==> src/rtl/imem_loader_pkg.sv <==
// -----------------------------------------------------------------------------
// imem_loader_pkg
// Shared definitions for the instruction-memory loader:
//   - default address / data widths
//   - header length of the load stream (word count, little-endian)
//   - loader FSM state enumeration
// -----------------------------------------------------------------------------
package imem_loader_pkg;

    localparam int ADDR_W_DEF = 10;
    localparam int DATA_W_DEF = 32;
    localparam int HDR_LEN    = 2;

    typedef enum logic [2:0] {
        S_IDLE    = 3'd0,
        S_HDR_LO  = 3'd1,
        S_HDR_HI  = 3'd2,
        S_PAYLOAD = 3'd3,
        S_WRITE   = 3'd4,
        S_CHECK   = 3'd5,
        S_DONE    = 3'd6,
        S_ERR     = 3'd7
    } state_t;

endpackage

==> src/rtl/imem_loader_wordasm.sv <==
// -----------------------------------------------------------------------------
// imem_loader_wordasm
// Assembles payload bytes (MSB first) into instruction words and keeps the
// running XOR of every payload byte.
// Ports:
//   clk, rst      clock, synchronous active-high reset
//   clr           restart for a new load (clears word, checksum, byte index)
//   shift         a payload byte is being accepted this cycle
//   byte_data     the payload byte
//   word          assembled word (valid once four bytes have been shifted)
//   csum          XOR of all payload bytes since clr
//   byte_last     the byte accepted this cycle completes a word
// -----------------------------------------------------------------------------
module imem_loader_wordasm
    import imem_loader_pkg::*;
#(
    parameter int DATA_W = DATA_W_DEF
) (
    input  logic              clk,
    input  logic              rst,
    input  logic              clr,
    input  logic              shift,
    input  logic [7:0]        byte_data,
    output logic [DATA_W-1:0] word,
    output logic [7:0]        csum,
    output logic              byte_last
);

    logic [DATA_W-1:0] word_q;
    logic [7:0]        csum_q;
    logic [1:0]        idx_q;

    always_ff @(posedge clk) begin
        if (rst || clr) begin
            word_q <= '0;
            csum_q <= '0;
            idx_q  <= '0;
        end else if (shift) begin
            word_q <= {word_q[DATA_W-9:0], byte_data};
            csum_q <= csum_q ^ byte_data;
            idx_q  <= idx_q + 2'd1;  // wraps to 0 after byte 3, ready for next word
        end
    end

    assign word      = word_q;
    assign csum      = csum_q;
    assign byte_last = (idx_q == 2'd3);

endmodule

==> src/rtl/imem_loader.sv <==
// -----------------------------------------------------------------------------
// imem_loader
// Loads an instruction RAM from a byte stream while holding the CPU in stall.
// Stream: count_lo, count_hi (word count N), N words of 4 bytes MSB first,
// then one checksum byte equal to the XOR of all payload bytes.
// Ports:
//   clk, rst            clock, synchronous active-high reset
//   start               one-cycle pulse, starts a load (only honoured in idle)
//   byte_valid/ready    byte stream handshake, byte_data carries the byte
//   wr_en/addr/data     one-cycle instruction RAM write
//   cpu_hold            CPU stall while a load is in progress
//   done                one-cycle pulse on a successful load
//   error               sticky error flag, cleared by start or reset
// -----------------------------------------------------------------------------
module imem_loader
    import imem_loader_pkg::*;
#(
    parameter int ADDR_W = ADDR_W_DEF,
    parameter int DATA_W = DATA_W_DEF
) (
    input  logic              clk,
    input  logic              rst,
    input  logic              start,
    input  logic              byte_valid,
    input  logic [7:0]        byte_data,
    output logic              byte_ready,
    output logic              wr_en,
    output logic [ADDR_W-1:0] wr_addr,
    output logic [DATA_W-1:0] wr_data,
    output logic              cpu_hold,
    output logic              done,
    output logic              error
);

    // Largest legal word count; 17 bits so that ADDR_W=16 still fits.
    localparam logic [16:0] MAX_WORDS = 17'(1) << ADDR_W;

    state_t            state_q, state_d;
    logic [15:0]       n_q;
    logic [ADDR_W:0]   cnt_q;     // one extra bit: reaches N without wrapping
    logic              error_q;

    logic              accept;
    logic [15:0]       hdr_n;
    logic              hdr_bad;
    logic              last_word;
    logic              asm_clr;
    logic              asm_shift;
    logic [DATA_W-1:0] asm_word;
    logic [7:0]        asm_csum;
    logic              asm_last;

    assign accept    = byte_valid & byte_ready;
    // Full count as it becomes known when the high byte is accepted.
    assign hdr_n     = {byte_data, n_q[7:0]};
    assign hdr_bad   = (hdr_n == 16'd0) || ({1'b0, hdr_n} > MAX_WORDS);
    assign last_word = (17'(cnt_q) + 17'd1) == {1'b0, n_q};
    assign asm_clr   = (state_q == S_IDLE) && start;
    assign asm_shift = (state_q == S_PAYLOAD) && accept;

    imem_loader_wordasm #(
        .DATA_W (DATA_W)
    ) u_wordasm (
        .clk       (clk),
        .rst       (rst),
        .clr       (asm_clr),
        .shift     (asm_shift),
        .byte_data (byte_data),
        .word      (asm_word),
        .csum      (asm_csum),
        .byte_last (asm_last)
    );

    // State register and load bookkeeping
    always_ff @(posedge clk) begin
        if (rst) begin
            state_q <= S_IDLE;
            n_q     <= '0;
            cnt_q   <= '0;
            error_q <= 1'b0;
        end else begin
            state_q <= state_d;
            if (asm_clr) begin
                error_q <= 1'b0;
                cnt_q   <= '0;
            end
            if (state_q == S_ERR) begin
                error_q <= 1'b1;
            end
            if ((state_q == S_HDR_LO) && accept) begin
                n_q[7:0] <= byte_data;
            end
            if ((state_q == S_HDR_HI) && accept) begin
                n_q[15:8] <= byte_data;
            end
            if (state_q == S_WRITE) begin
                cnt_q <= cnt_q + 1'b1;
            end
        end
    end

    // Next-state and outputs
    always_comb begin
        state_d    = state_q;
        byte_ready = 1'b0;
        wr_en      = 1'b0;
        done       = 1'b0;
        cpu_hold   = 1'b1;
        case (state_q)
            S_IDLE: begin
                cpu_hold = 1'b0;
                if (start) state_d = S_HDR_LO;
            end
            S_HDR_LO: begin
                byte_ready = 1'b1;
                if (accept) state_d = S_HDR_HI;
            end
            S_HDR_HI: begin
                byte_ready = 1'b1;
                if (accept) state_d = hdr_bad ? S_ERR : S_PAYLOAD;
            end
            S_PAYLOAD: begin
                byte_ready = 1'b1;
                if (accept && asm_last) state_d = S_WRITE;
            end
            S_WRITE: begin
                wr_en   = 1'b1;
                state_d = last_word ? S_CHECK : S_PAYLOAD;
            end
            S_CHECK: begin
                byte_ready = 1'b1;
                if (accept) state_d = (byte_data == asm_csum) ? S_DONE : S_ERR;
            end
            S_DONE: begin
                done    = 1'b1;
                state_d = S_IDLE;
            end
            S_ERR: begin
                cpu_hold = 1'b0;
                state_d  = S_IDLE;
            end
            default: begin
                cpu_hold = 1'b0;
                state_d  = S_IDLE;
            end
        endcase
    end

    assign wr_addr = cnt_q[ADDR_W-1:0];
    assign wr_data = asm_word;
    // Error is visible already in the ERR cycle, then held by the sticky flag.
    assign error   = error_q | (state_q == S_ERR);

endmodule

==> config.mk <==
export PLATFORM = sky130hd
export DESIGN_NAME = imem_loader
export DESIGN_NICKNAME = d
export VERILOG_FILES = /design/src/rtl/imem_loader_pkg.sv /design/src/rtl/imem_loader_wordasm.sv /design/src/rtl/imem_loader.sv
export SDC_FILE = /design/constraint.sdc
export NUM_CORES = 1
export LEC_CHECK = 0
export ABC_CLOCK_PERIOD_IN_PS = 2800
export BUFFER_PORTS_ARGS = -buffer_cell sky130_fd_sc_hd__buf_4
export CORE_MARGIN = 3
export CORE_UTILIZATION = 48
export CTS_BUF_LIST = sky130_fd_sc_hd__clkbuf_8
export DETAILED_ROUTE_END_ITERATION = 12
export GPL_ROUTABILITY_DRIVEN = 1
export PLACE_DENSITY = 0.69
export SLEW_MARGIN = 20
export SYNTH_ARGS = -nofsm -noshare
export SYNTH_HDL_FRONTEND = slang
export SYNTH_SLANG_ARGS = --single-unit
==> constraint.sdc <==
create_clock -name clk -period 2.8 [get_ports clk]
set_input_delay 0.42 -clock clk [delete_from_list [all_inputs] [get_ports clk]]
set_output_delay 0.42 -clock clk [all_outputs]
set_load 0.02 [all_outputs]
==> run metrics <==
outcome=complete, no violations; Clock Tree Buf Depth=2; share of the synthesized area in the top cell type=between 40% and 50%; Total Wirelength=between 8000 and 9000 um; Seq/Total Area, Yosys=43.3%; routability cong.=~0.88; commonest cells after routing, fill and taps aside=94 x nand2_1, 73 x dfxtp_1, 62 x buf_4; Slew Limit Fails=0; Cell Area, Synth=between 3000 and 4000 um2; critical path capture point type=flop; # DRC=0; reg2reg path depth=7; clock latency on the worst-skew pair=roughly 0.34 ns; sequential share of power=roughly half; Worst Hold Depth=3; leakage=~0.0015 uW; Die X-Extent=~90 um; via-per-instance ratio=5.28; period utilisation layout=79.4%; Die H=between 80 and 90 um; Setup TNS Final=0 ns; #FFs+latches synth=73; core area=roughly 6600 um2; Num CTS Buffers=9; r2r setup slk=0.58 ns; first-pass GRT wire length=between 10,000 and 15,000 um; async set-reset flop share out of synthesis=0%; wire per inst=14.5 um; Hold Fails Final Rpt=0; Resized cells post-CTS=0; Placed Instances=542; All-Layer GR Usage=between 20% and 30%; RR Startpoint=cnt_q[0]$_SDFFE_PP0P_; logic gate share of total power=under 10%; Cell Pwr Density=roughly 540 nW/um2; Net Sw Frac=between 20% and 30%; worst endpoint data arrival time=2.47 ns; hpwl dp=between 5000 and 6000 um; Layout Cells excl Fill=around 560; largest net degree at the start of global routing=between 40 and 50; worst hold path endpoint=n_q[4]$_SDFFE_PP0P_; GR Overflow Total=0; final setup violation count=0; antenna violations before repair=0; Worst-path clk slew=about 0.080 ns; post-place setup slack=0.608 ns; post-route ant nets=0; critical path startpoint category=flop; Max FO, Critical Path=10; CTS tree=done; full die area=8070 um2; Layout Skew=approximately 0.006 ns; RSZ-0062 raised after global routing=false; Main synth FF type=dfxtp_1; post-CTS setup buffer count=0; synth-to-layout area growth=19.0%; Syn Nets=between 400 and 500; yosys warns=0; share of cells above drive strength 1=between 10% and 20%; n_diodes=0; CTS sink count=between 70 and 80; Final Critical Period=~2.2 ns; Starting Density=about half; vias in the first global route=2,748; hold_buf cts=0; Synth Instances=about 420; Initial DRC Count=230; terminus of the critical flop-to-flop path=state_q[1]$_SDFFE_PP0P_; hold path startpoint=byte_data[4]; largest cells by area after synthesis=dfxtp_1 43%, nand2_1 10%, a21oi_1 8.0%, xnor2_1 4.9%, nor2_1 4.1%; CTS root buf=clkbuf_8; Slew @ Worst Pin=~0.52 ns; worst vdd ir=~0.34 mV; DR vias=2,944; max cap viols=0; Pre-Repair DR Iteration Count=4; post-synthesis cell type count=48; Total Nets Final=between 400 and 500; IO Port Bufs=between 50 and 60; setup ws final=between 0.5 and 0.6 ns; relative slew slack=between 60% and 70%; # H-tree levels=3; cell accounting for the most synthesized area=dfxtp_1; Worst Hold Class=input pin to flop; Critical Setup Path Class=flop to flop; num rows=29; Clock power frac=around two fifths; # IOs=59; Pint=1640 uW; EDFF count, synth=0; f_max=0.450 GHz; Psw=roughly 530 uW; commonest non-fill, non-tap cell in the layout=nand2_1; FILL cells=around 610; Worst EP required=3.04 ns; synthesized area per cell=roughly 8 um2
## registers in the layout, summed over array words and instances, names as in the netlist
register and flops:
u_wordasm.word 32, n_q 16, cnt_q 11, u_wordasm.csum 8, state_q 3, u_wordasm.idx_q 2, error_q 1
## power groups by stage
stage | Combinational [uW] | Sequential, uW | Clock [uW]
after global routing | 208 | 1080 | 963
after global placement | 184 | 1100 | 0
final | 187 | 1080 | 895
after detailed placement | 187 | 1100 | 0
after CTS | 188 | 1080 | 920
after floorplan | 133 | 1090 | 0
## cell families (layout without fill, tap and decap cells)
| kind of cell | count (synthesis) | count (layout) | synth area share [%] |
|---|---|---|---|
| multiplexers | 8 | 8 | 2.37 |
| XOR/XNOR | 30 | 30 | 7.79 |
| flip-flops | 73 | 73 | 43.3 |
| buffers and inverters | 39 | 82 | 5.90 |
| AO/OA/AOI/OAI | 92 | 92 | 15.9 |
| AND/OR/NAND/NOR | 178 | 178 | 24.0 |
| adder cells (fa/ha/maj) | 2 | 2 | 0.742 |
## worst max-delay path by stage
stage	cells past startpoint	endpoint	slack, ns	startpoint
2_1_floorplan	7	state_q[1]$_SDFFE_PP0P_	0.80	cnt_q[0]$_SDFFE_PP0P_
3_3_place_gp	7	state_q[1]$_SDFFE_PP0P_	0.69	cnt_q[0]$_SDFFE_PP0P_
3_5_place_dp	7	state_q[1]$_SDFFE_PP0P_	0.61	cnt_q[0]$_SDFFE_PP0P_
4_1_cts	7	state_q[1]$_SDFFE_PP0P_	0.59	cnt_q[0]$_SDFFE_PP0P_
5_1_grt	4	wr_en	0.47	state_q[0]$_SDFFE_PP0P_
6_report	7	state_q[1]$_SDFFE_PP0P_	0.58	cnt_q[0]$_SDFFE_PP0P_
## per-stage QoR
| stage | util, % | hold slack, ns | power, uW | instance area, um2 |
|---|---|---|---|---|
| after detailed placement | 57.7 | 0.449 | 1290 | 3790 |
| after CTS | 61.1 | 0.341 | 2190 | 4010 |
| after global placement | 57.7 | 0.443 | 1290 | 3790 |
| after floorplan | - | 0.440 | 1220 | 3370 |
| after global routing | 61.1 | 0.351 | 2250 | 4010 |
| final | 61.1 | 0.359 | 2160 | 4010 |
## Yosys cell counts (2+ instances only)
cell type / instances
xnor2_1: 19
a22oi_1: 3
o21ai_0: 11
nor4_1: 7
nand4_2: 2
nand4_1: 4
xor2_1: 11
nand3_1: 6
a21oi_1: 54
a311oi_1: 4
o21a_1: 3
o21ai_1: 4
clkbuf_1: 16
or3_1: 3
nor2b_1: 2
nand2b_1: 3
buf_4: 11
mux2i_1: 8
buf_2: 9
and3_1: 5
inv_1: 2
nor2_1: 37
nand2_1: 94
or4_1: 2
ha_1: 2
nor3_1: 6
dfxtp_1: 73
## worst max-delay path, stage by stage (launching register included)
cell	delay [ns]
dfxtp_1	0.50
ha_1	0.34
nand3_4	0.15
or4b_1	0.52
o211ai_2	0.08
a21oi_1	0.09
a211o_1	0.25
o21a_1	0.18
## final cells by class
| type | count | area [um2] | area share [%] |
|---|---|---|---|
| repair buffers | 63 | 485 | 12.1 |
| clock inverters | 3 | 46.3 | 1.15 |
| well taps | 93 | 116 | 2.90 |
| inverters | 3 | 11.3 | 0.281 |
| clock buffers | 13 | 179 | 4.46 |
| flip-flops and latches | 73 | 1460 | 36.4 |
| multi-input cells | 310 | 1710 | 42.7 |
## routing by layer
metal | global-route usage (%) | routed length (um) | vias to the layer above
met5 | 0 | 0 | -
met4 | 6.64 | 126 | 0
met3 | 5.93 | 515 | 12
met2 | 30.3 | 3560 | 73
met1 | 29.1 | 3860 | 1352
li1 | - | - | 1507
No activity file was read; power rests on OpenSTA's default activity.
